## src/rtl/lsu_io_ctrl.sv

```systemverilog
// Memory-mapped LED/HEX/LCD/switch/key register block behind the LSU address decoder.
// Loads are registered (1-cycle latency); keys are synchronised, debounced and edge-captured.
module lsu_io_ctrl #(
    parameter logic [31:0] BASE       = 32'h1000_0000,
    parameter int unsigned LEDR_W     = 17,
    parameter int unsigned LEDG_W     = 8,
    parameter int unsigned NUM_HEX    = 8,
    parameter int unsigned NUM_SW     = 18,
    parameter int unsigned NUM_KEY    = 4,
    parameter int unsigned DEB_CYCLES = 50000
) (
    input  logic                 i_clk,
    input  logic                 i_reset,
    input  logic [31:0]          i_lsu_addr,
    input  logic [31:0]          i_st_data,
    input  logic [3:0]           i_bmask,
    input  logic                 i_lsu_wren,
    input  logic                 i_lsu_rden,
    input  logic [NUM_SW-1:0]    i_io_sw,
    input  logic [NUM_KEY-1:0]   i_io_key,
    output logic [31:0]          o_ld_data,
    output logic                 o_ld_valid,
    output logic                 o_hit,
    output logic [LEDR_W-1:0]    o_io_ledr,
    output logic [LEDG_W-1:0]    o_io_ledg,
    output logic [7*NUM_HEX-1:0] o_io_hex,
    output logic [31:0]          o_io_lcd,
    output logic                 o_key_irq
);
    localparam int unsigned CntW = $clog2(DEB_CYCLES);
    localparam logic [CntW-1:0] CntMax = CntW'(DEB_CYCLES - 1);

    localparam logic [31:0] AdrLedr  = BASE + 32'h0_0000;
    localparam logic [31:0] AdrLedg  = BASE + 32'h0_1000;
    localparam logic [31:0] AdrHex03 = BASE + 32'h0_2000;
    localparam logic [31:0] AdrHex47 = BASE + 32'h0_3000;
    localparam logic [31:0] AdrLcd   = BASE + 32'h0_4000;
    localparam logic [31:0] AdrKey   = BASE + 32'h0_5000;
    localparam logic [31:0] AdrKedge = BASE + 32'h0_5004;
    localparam logic [31:0] AdrKmask = BASE + 32'h0_5008;
    localparam logic [31:0] AdrSw    = BASE + 32'h1_0000;

    logic sel_ledr, sel_ledg, sel_hex03, sel_hex47, sel_lcd;
    logic sel_key, sel_kedge, sel_kmask, sel_sw;
    logic unused_addr;

    assign sel_ledr    = (i_lsu_addr[31:2] == AdrLedr[31:2]);
    assign sel_ledg    = (i_lsu_addr[31:2] == AdrLedg[31:2]);
    assign sel_hex03   = (i_lsu_addr[31:2] == AdrHex03[31:2]);
    assign sel_hex47   = (NUM_HEX == 8) && (i_lsu_addr[31:2] == AdrHex47[31:2]);
    assign sel_lcd     = (i_lsu_addr[31:2] == AdrLcd[31:2]);
    assign sel_key     = (i_lsu_addr[31:2] == AdrKey[31:2]);
    assign sel_kedge   = (i_lsu_addr[31:2] == AdrKedge[31:2]);
    assign sel_kmask   = (i_lsu_addr[31:2] == AdrKmask[31:2]);
    assign sel_sw      = (i_lsu_addr[31:2] == AdrSw[31:2]);
    assign unused_addr = ^i_lsu_addr[1:0];

    assign o_hit = sel_ledr | sel_ledg | sel_hex03 | sel_hex47 | sel_lcd |
                   sel_key | sel_kedge | sel_kmask | sel_sw;

    logic [31:0]         bm32;
    logic [LEDR_W-1:0]   ledr_q, ledr_d;
    logic [LEDG_W-1:0]   ledg_q, ledg_d;
    logic [31:0]         lcd_q, lcd_d;
    logic [NUM_KEY-1:0]  mask_q, mask_d, edge_q, edge_d, clr, rise, key_stable;
    logic [NUM_KEY-1:0]  key_s1_q, key_s2_q;
    logic [NUM_SW-1:0]   sw_s1_q, sw_s2_q;
    logic [31:0]         hex03_rd, hex47_rd, rd_data;
    logic [31:0]         ld_data_q;
    logic                ld_valid_q, irq_q;

    assign bm32 = {{8{i_bmask[3]}}, {8{i_bmask[2]}}, {8{i_bmask[1]}}, {8{i_bmask[0]}}};
    assign clr  = (i_lsu_wren && sel_kedge) ? (i_st_data[NUM_KEY-1:0] & bm32[NUM_KEY-1:0]) : '0;

    always_comb begin
        ledr_d = ledr_q;
        ledg_d = ledg_q;
        lcd_d  = lcd_q;
        mask_d = mask_q;
        // A new press edge beats a simultaneous W1C clear.
        edge_d = (edge_q & ~clr) | rise;
        if (i_lsu_wren) begin
            if (sel_ledr) begin
                ledr_d = (ledr_q & ~bm32[LEDR_W-1:0]) | (i_st_data[LEDR_W-1:0] & bm32[LEDR_W-1:0]);
            end
            if (sel_ledg) begin
                ledg_d = (ledg_q & ~bm32[LEDG_W-1:0]) | (i_st_data[LEDG_W-1:0] & bm32[LEDG_W-1:0]);
            end
            if (sel_lcd) begin
                lcd_d = (lcd_q & ~bm32) | (i_st_data & bm32);
            end
            if (sel_kmask) begin
                mask_d = (mask_q & ~bm32[NUM_KEY-1:0]) | (i_st_data[NUM_KEY-1:0] & bm32[NUM_KEY-1:0]);
            end
        end
    end

    always_comb begin
        rd_data = '0;
        if (sel_ledr)       rd_data = 32'(ledr_q);
        else if (sel_ledg)  rd_data = 32'(ledg_q);
        else if (sel_hex03) rd_data = hex03_rd;
        else if (sel_hex47) rd_data = hex47_rd;
        else if (sel_lcd)   rd_data = lcd_q;
        else if (sel_key)   rd_data = 32'(key_stable);
        else if (sel_kedge) rd_data = 32'(edge_q);
        else if (sel_kmask) rd_data = 32'(mask_q);
        else if (sel_sw)    rd_data = 32'(sw_s2_q);
    end

    always_ff @(posedge i_clk or posedge i_reset) begin
        if (i_reset) begin
            ledr_q     <= '0;
            ledg_q     <= '0;
            lcd_q      <= '0;
            mask_q     <= '0;
            edge_q     <= '0;
            key_s1_q   <= '0;
            key_s2_q   <= '0;
            sw_s1_q    <= '0;
            sw_s2_q    <= '0;
            ld_data_q  <= '0;
            ld_valid_q <= 1'b0;
            irq_q      <= 1'b0;
        end else begin
            ledr_q     <= ledr_d;
            ledg_q     <= ledg_d;
            lcd_q      <= lcd_d;
            mask_q     <= mask_d;
            edge_q     <= edge_d;
            // Keys are inverted ahead of the synchroniser so a cleared flop means released.
            key_s1_q   <= ~i_io_key;
            key_s2_q   <= key_s1_q;
            sw_s1_q    <= i_io_sw;
            sw_s2_q    <= sw_s1_q;
            ld_valid_q <= i_lsu_rden;
            irq_q      <= |(edge_q & mask_q);
            if (i_lsu_rden) ld_data_q <= rd_data;
        end
    end

    for (genvar k = 0; k < NUM_KEY; k++) begin : g_key
        logic [CntW-1:0] cnt_q, cnt_d;
        logic            stable_q, stable_d;

        always_comb begin
            cnt_d    = cnt_q;
            stable_d = stable_q;
            if (key_s2_q[k] == stable_q) begin
                cnt_d = '0;
            end else if (cnt_q == CntMax) begin
                cnt_d    = '0;
                stable_d = key_s2_q[k];
            end else begin
                cnt_d = cnt_q + CntW'(1);
            end
        end

        always_ff @(posedge i_clk or posedge i_reset) begin
            if (i_reset) begin
                cnt_q    <= '0;
                stable_q <= 1'b0;
            end else begin
                cnt_q    <= cnt_d;
                stable_q <= stable_d;
            end
        end

        assign key_stable[k] = stable_q;
        assign rise[k]       = ~stable_q & stable_d;
    end

    for (genvar d = 0; d < NUM_HEX; d++) begin : g_hex
        localparam int unsigned Lane = d % 4;
        logic       sel;
        logic [6:0] dig_q;

        assign sel = (d < 4) ? sel_hex03 : sel_hex47;

        always_ff @(posedge i_clk or posedge i_reset) begin
            if (i_reset) begin
                dig_q <= '0;
            end else if (i_lsu_wren && sel && i_bmask[Lane]) begin
                dig_q <= i_st_data[8*Lane +: 7];
            end
        end

        assign o_io_hex[7*d +: 7] = dig_q;
        if (d < 4) begin : g_lo
            assign hex03_rd[8*d +: 8] = {1'b0, dig_q};
        end else begin : g_hi
            assign hex47_rd[8*(d-4) +: 8] = {1'b0, dig_q};
        end
    end

    if (NUM_HEX < 8) begin : g_no47
        assign hex47_rd = '0;
    end

    assign o_ld_data  = ld_data_q;
    assign o_ld_valid = ld_valid_q;
    assign o_io_ledr  = ledr_q;
    assign o_io_ledg  = ledg_q;
    assign o_io_lcd   = lcd_q;
    assign o_key_irq  = irq_q;
endmodule

```

## config.mk

```make
export PLATFORM = sky130hd
export DESIGN_NAME = lsu_io_ctrl
export DESIGN_NICKNAME = d
export VERILOG_FILES = /design/src/rtl/lsu_io_ctrl.sv
export SDC_FILE = /design/constraint.sdc
export NUM_CORES = 1
export LEC_CHECK = 0
export ABC_AREA = 0
export BUFFER_PORTS_ARGS = -buffer_cell sky130_fd_sc_hd__buf_2
export CAP_MARGIN = 20
export CELL_PAD_IN_SITES_DETAIL_PLACEMENT = 1
export CELL_PAD_IN_SITES_GLOBAL_PLACEMENT = 2
export CORE_MARGIN = 2
export CORE_UTILIZATION = 35
export DETAILED_ROUTE_END_ITERATION = 8
export PLACE_DENSITY = 0.78
export SYNTH_ARGS = -nofsm -noshare
export SYNTH_HDL_FRONTEND = slang
export SYNTH_SLANG_ARGS = --single-unit
```

## constraint.sdc

```tcl
create_clock -name i_clk -period 14 [get_ports i_clk]
set_input_delay 1.4 -clock i_clk [delete_from_list [all_inputs] [get_ports i_clk]]
set_output_delay 1.4 -clock i_clk [all_outputs]
set_load 0.1 [all_outputs]
```

### After elaboration in Yosys (flattened, before gate mapping)

Index checks and enable logic that the tools add are counted.

| cells by class | value |
|---|---|
| add/subtract/negate cells | 4 |
| equal/unequal tests | 17 |
| muxes and demuxes | 26 |
| bitwise gates (word level) | 37 |
| reductions and logical operators | 16 |

Operators by type and width:

| cell | count |
|---|---|
| $eq A30 B27 Y1 const B | 9 |
| $mux W32 | 5 |
| $mux W16 | 8 |
| $mux W18 | 4 |
| $add A16 B1 Y16 const B | 4 |
| $and A32 B32 Y32 | 2 |
| $eq A16 B16 Y1 const B | 4 |
| $and A17 B17 Y17 | 2 |
| $not A32 Y32 | 1 |
| $or A32 B32 Y32 | 1 |
| $not A17 Y17 | 1 |
| $or A17 B17 Y17 | 1 |
| $and A4 B4 Y4 | 4 |
| $and A8 B8 Y8 | 2 |
| $not A4 Y4 | 3 |
| $logic_and A1 B1 Y1 | 11 |
| $mux W1 | 8 |
| $not A8 Y8 | 1 |
| $or A1 B1 Y1 | 8 |
| $or A4 B4 Y4 | 2 |
| $or A8 B8 Y8 | 1 |
| $reduce_and A2 Y1 | 4 |
| $and A1 B1 Y1 | 4 |
| $eq A1 B1 Y1 | 4 |
| 3 further kinds | 6 |

| word-level totals | value |
|---|---|
| register bits | 267 |
| input bits | 94 |
| output and inout bits | 148 |
| logic and storage cells | 128 |

### Logic depth before layout (Yosys ltp)

| logic depth | value |
|---|---|
| depth in word-level cells | 10 |
| gate-level depth with buffers | 9 |
| gate-level depth less buffers | 7 |

### Worst setup path before layout

Ideal clock, no wire load.

| path | value |
|---|---|
| kind | input to output |
| from | input i_lsu_addr[17] |
| to | output o_hit |
| data arrival time | 3.931 ns |
| required time | 12.600 ns |
| setup slack | 8.669 ns |
| stages on the path | 5 |
| path buffers | 1 |
| path through | nor4b_1 -> clkbuf_1 -> a221o_1 -> a21oi_1 -> nor2_1 |

| on the way | value |
|---|---|
| word-level cells in the longest chain between the ends | 9 |
| elaborated cells between the ends (all ways) | 17 |

RTL lines:

| item | RTL line | text |
|---|---|---|
| from (decl) | 14 | `input logic [31:0] i_lsu_addr,` |
| $eq A30 B27 Y1, on equally long branches | 47, 48 |  |
| $or A1 B1 Y1 (5 in a row) | 58 | `assign o_hit = sel_ledr \| sel_ledg \| sel_hex03 \| sel_hex47 \| sel_lcd \|` |
| $or A1 B1 Y1 (2 in a row) | 59 | `sel_key \| sel_kedge \| sel_kmask \| sel_sw;` |
| $or A1 B1 Y1 (*) | 59 |  |
| to (decl) | 23 | `output logic o_hit,` |

Mark *: on every way between the ends. The rest lies on a longest branch, timed or not.

### Worst setup path after layout

| path | value |
|---|---|
| from | input i_lsu_addr[12] |
| to | output o_hit |

The elaborated chain is that of the path after synthesis.

==> results.py <==
metrics = {
    "outcome": {
        "status": "complete, no violations",
    },
    "detailed_routing": {
        "top_layer": "met5",
        "wl_met2_um": 16010,
        "vias": 8519,
        "drt_pass1_iterations": 4,
        "viasPerCell": 5.120,
        "drcViolationCount": 0,
        "wl_per_cell_um": 20.86,
        "drt-total-wl_um": 34710,
        "drt-initial-drc-count": 366,
        "wl_met1_um": 15520,
        "postRouteAntennaNets": 0,
        "met3_length_um": 2079,
    },
    "clock_tree": {
        "hold_buffers": 0,
        "clock-sinks": 267,
        "postCtsSetupBuffers": 0,
        "cts_root_buf": "clkbuf_16",
        "clk_pin_slew_ps": 60,
        "cts_resized": 0,
        "numCtsBuffers": 30,
        "cts.path.max_buffers": 3,
        "cts_tree": "built",
        "clock_latency_ps": 570,
        "htreeDepth": 1,
    },
    "timing": {
        "skew_ps": 13.32,
        "final_max_slew_viol_count": 0,
        "tightest_slew_ps": 1055,
        "slew-limit-headroom_pct": 29.69,
        "period_needed_ps": 5405,
        "setup-tns-final_ps": 0,
        "finalHoldViolations": 0,
        "fin_crit_sh_pct": 38.61,
        "maxClockFrequency_mhz": 185.0,
        "fin_ws_ps": 8595,
        "setup_violations": 0,
        "grt_setup_unrepaired": "no",
    },
    "global_route": {
        "grt_pass1_vias": 8917,
        "grtUsageTotal_pct": 20.05,
        "antenna_found_initial": 6,
        "overflow": 0,
        "grt_pass1_wl_um": 53070,
        "grt_max_degree": 138,
    },
    "logic_synthesis": {
        "syn_area_sq_um": 11570,
        "synth_compound_area_share_pct": 6.238,
        "syn-num-nets": 1045,
        "yosys.area_share.adder_pct": 0.4324,
        "async_flop_share_pct": 100.0,
        "synth.mux.area_fraction_pct": 15.75,
        "yosysWarnings": 0,
        "yosys.area_share.xor_xnor_pct": 4.541,
        "synth_simple_gate_area_share_pct": 13.65,
        "yosys_most_used_dff": "dfrtp_1",
        "synth_top_family_by_area": "multiplexers",
        "yosysSeqAreaShare_pct": 57.73,
        "synth-edff-count": 0,
        "syn_inst": 947,
        "yosys_register_bits": 267,
        "synth_cell_types": 53,
        "avgSynthCellArea_sq_um": 12.22,
    },
    "critical_path": {
        "cp.arrival_ps": 4010,
        "end_kind": "output port",
        "worstPathCellList": "buf_2 -> buf_4 -> nor4_1 -> buf_4 -> and3_1 -> a221o_1 -> a21oi_1 -> nor2_1 -> buf_2",
        "path_buf_inv": 4,
        "critPathKind": "in -> out",
        "r2r_slack_ps": 11800,
        "cp_slowest_cell": "nor4_1",
        "cp.required_ps": 12600,
        "critPathMaxStageDelay_ps": 530,
        "startpoint_type": "input port",
        "cp_top_family": "buffers and inverters",
        "cp_max_fo": 47,
    },
    "layout": {
        "fill_cells": 3605,
        "ff_latch_area_sq_um": 6681,
        "synthToLayoutAreaGrowth_pct": 23.54,
        "most-common-layout-cells": "dfrtp_1 (267), buf_2 (239), nor2_1 (125), mux2_2 (113), nand2_1 (43)",
        "layout-drive-gt1-share_pct": 37.27,
        "fin_nets": 1293,
        "multi_input_area_sq_um": 4707,
        "final_common_cell": "dfrtp_1",
    },
    "floorplanning": {
        "rows": 66,
        "boundaryPins": 242,
        "core_area_sq_um": 32540,
        "start_util_pct": 35.57,
        "fp.dieArea_sq_um": 34540,
        "fp.dieW_um": 185.8,
        "die_h_um": 185.8,
    },
    "placement": {
        "place_congestion": 0.7812,
        "pre_cts_ws_ps": 8558,
        "io_buffers": 239,
        "dp_hpwl_um": 24030,
    },
    "job": {
        "drv_cap": 0,
    },
    "power": {
        "p_per_area_nw_per_um2": 118.8,
        "leakage_nw": 7.266,
        "peakVddDrop_mv": 0.08653,
    },
    "worst_hold_path": {
        "hp-class": "reg -> reg",
    },
}
cells in the mapped netlist (10+ instances only):
| cell | instances | area [sq um] |
|---|---|---|
| dfrtp_1 | 267 | 6681 |
| nor2_1 | 125 | 469.2 |
| mux2_2 | 113 | 1272 |
| nand2_1 | 43 | 161.4 |
| nand3_1 | 39 | 195.2 |
| xor2_1 | 37 | 324.1 |
| mux2_4 | 28 | 420.4 |
| and3_1 | 26 | 162.7 |
| clkbuf_1 | 26 | 97.59 |
| a221oi_1 | 23 | 201.4 |
| xnor2_1 | 23 | 201.4 |
| a22oi_1 | 18 | 135.1 |
| nor3_1 | 17 | 85.08 |
| inv_1 | 14 | 52.55 |
| nand4_1 | 14 | 87.58 |
| mux2i_1 | 13 | 130.1 |
| o21ai_0 | 13 | 65.06 |
| o22ai_1 | 13 | 81.33 |
| a21oi_1 | 10 | 50.05 |
area by class of cell:
| class | instances | area share, % |
|---|---|---|
| Sequential cell | 267 | 46.73 |
| Multi-Input combinational cell | 631 | 32.92 |
| Timing Repair Buffer | 250 | 8.944 |
| Clock buffer | 44 | 6.178 |
| Tap cell | 442 | 3.868 |
| Clock inverter | 11 | 0.8401 |
| Inverter | 15 | 0.4463 |
| Antenna cell | 4 | 0.07001 |
cells by family (layout without fill, tap and decap cells):
| kind of cell | Yosys count | after routing |
|---|---|---|
| buf+inv | 49 | 320 |
| simple gates | 313 | 313 |
| other cells | 0 | 4 |
| fa+ha+maj | 4 | 4 |
| xor+xnor | 60 | 60 |
| flops | 267 | 267 |
| mux | 154 | 154 |
| compound gates | 100 | 100 |
metal layers:
| layer | vias up | GRT usage (%) |
|---|---|---|
| met3 | 63 | 4.246 |
| li1 | 3865 | - |
| met4 | 4 | 6.331 |
| met1 | 4370 | 27.40 |
| met5 | - | 0 |
| met2 | 217 | 31.90 |
metrics by stage:
step	cell area (sq um)	cells	utilization (%)	hold WS [ps]	power, mW
after global placement	13280	1605	40.83	332.0	0.9120
final	14300	1664	43.94	343.8	1.698
after CTS	14290	1660	43.91	348.3	1.718
after global routing	14300	1664	43.94	356.3	1.754
after detailed placement	13280	1605	40.83	335.6	0.9142
after floorplan	11570	947	-	331.2	0.8720
where the power goes:
group          total [mW]  internal, mW  switching [mW]
registers           0.792         0.785         0.00715
logic               0.106        0.0241          0.0817
clock network       0.800         0.472           0.327
worst paths after layout:
| path | start | cells after the start | endpoint |
|---|---|---|---|
| worst min register to register | sw_s1_q[15] | 0 | sw_s2_q[15] |
| max in group asynchronous | i_reset | 4 | sw_s2_q[2] |
| min in group asynchronous | i_reset | 2 | g_key[3].cnt_q[8] |
| worst max-delay path | i_lsu_addr[12] | 9 | o_hit |
| worst min-delay path | sw_s1_q[15] | 0 | sw_s2_q[15] |
| worst max register to register | g_key[0].cnt_q[0] | 5 | g_key[0].cnt_q[11] |
Note: power is estimated with default switching activity, not from simulation.
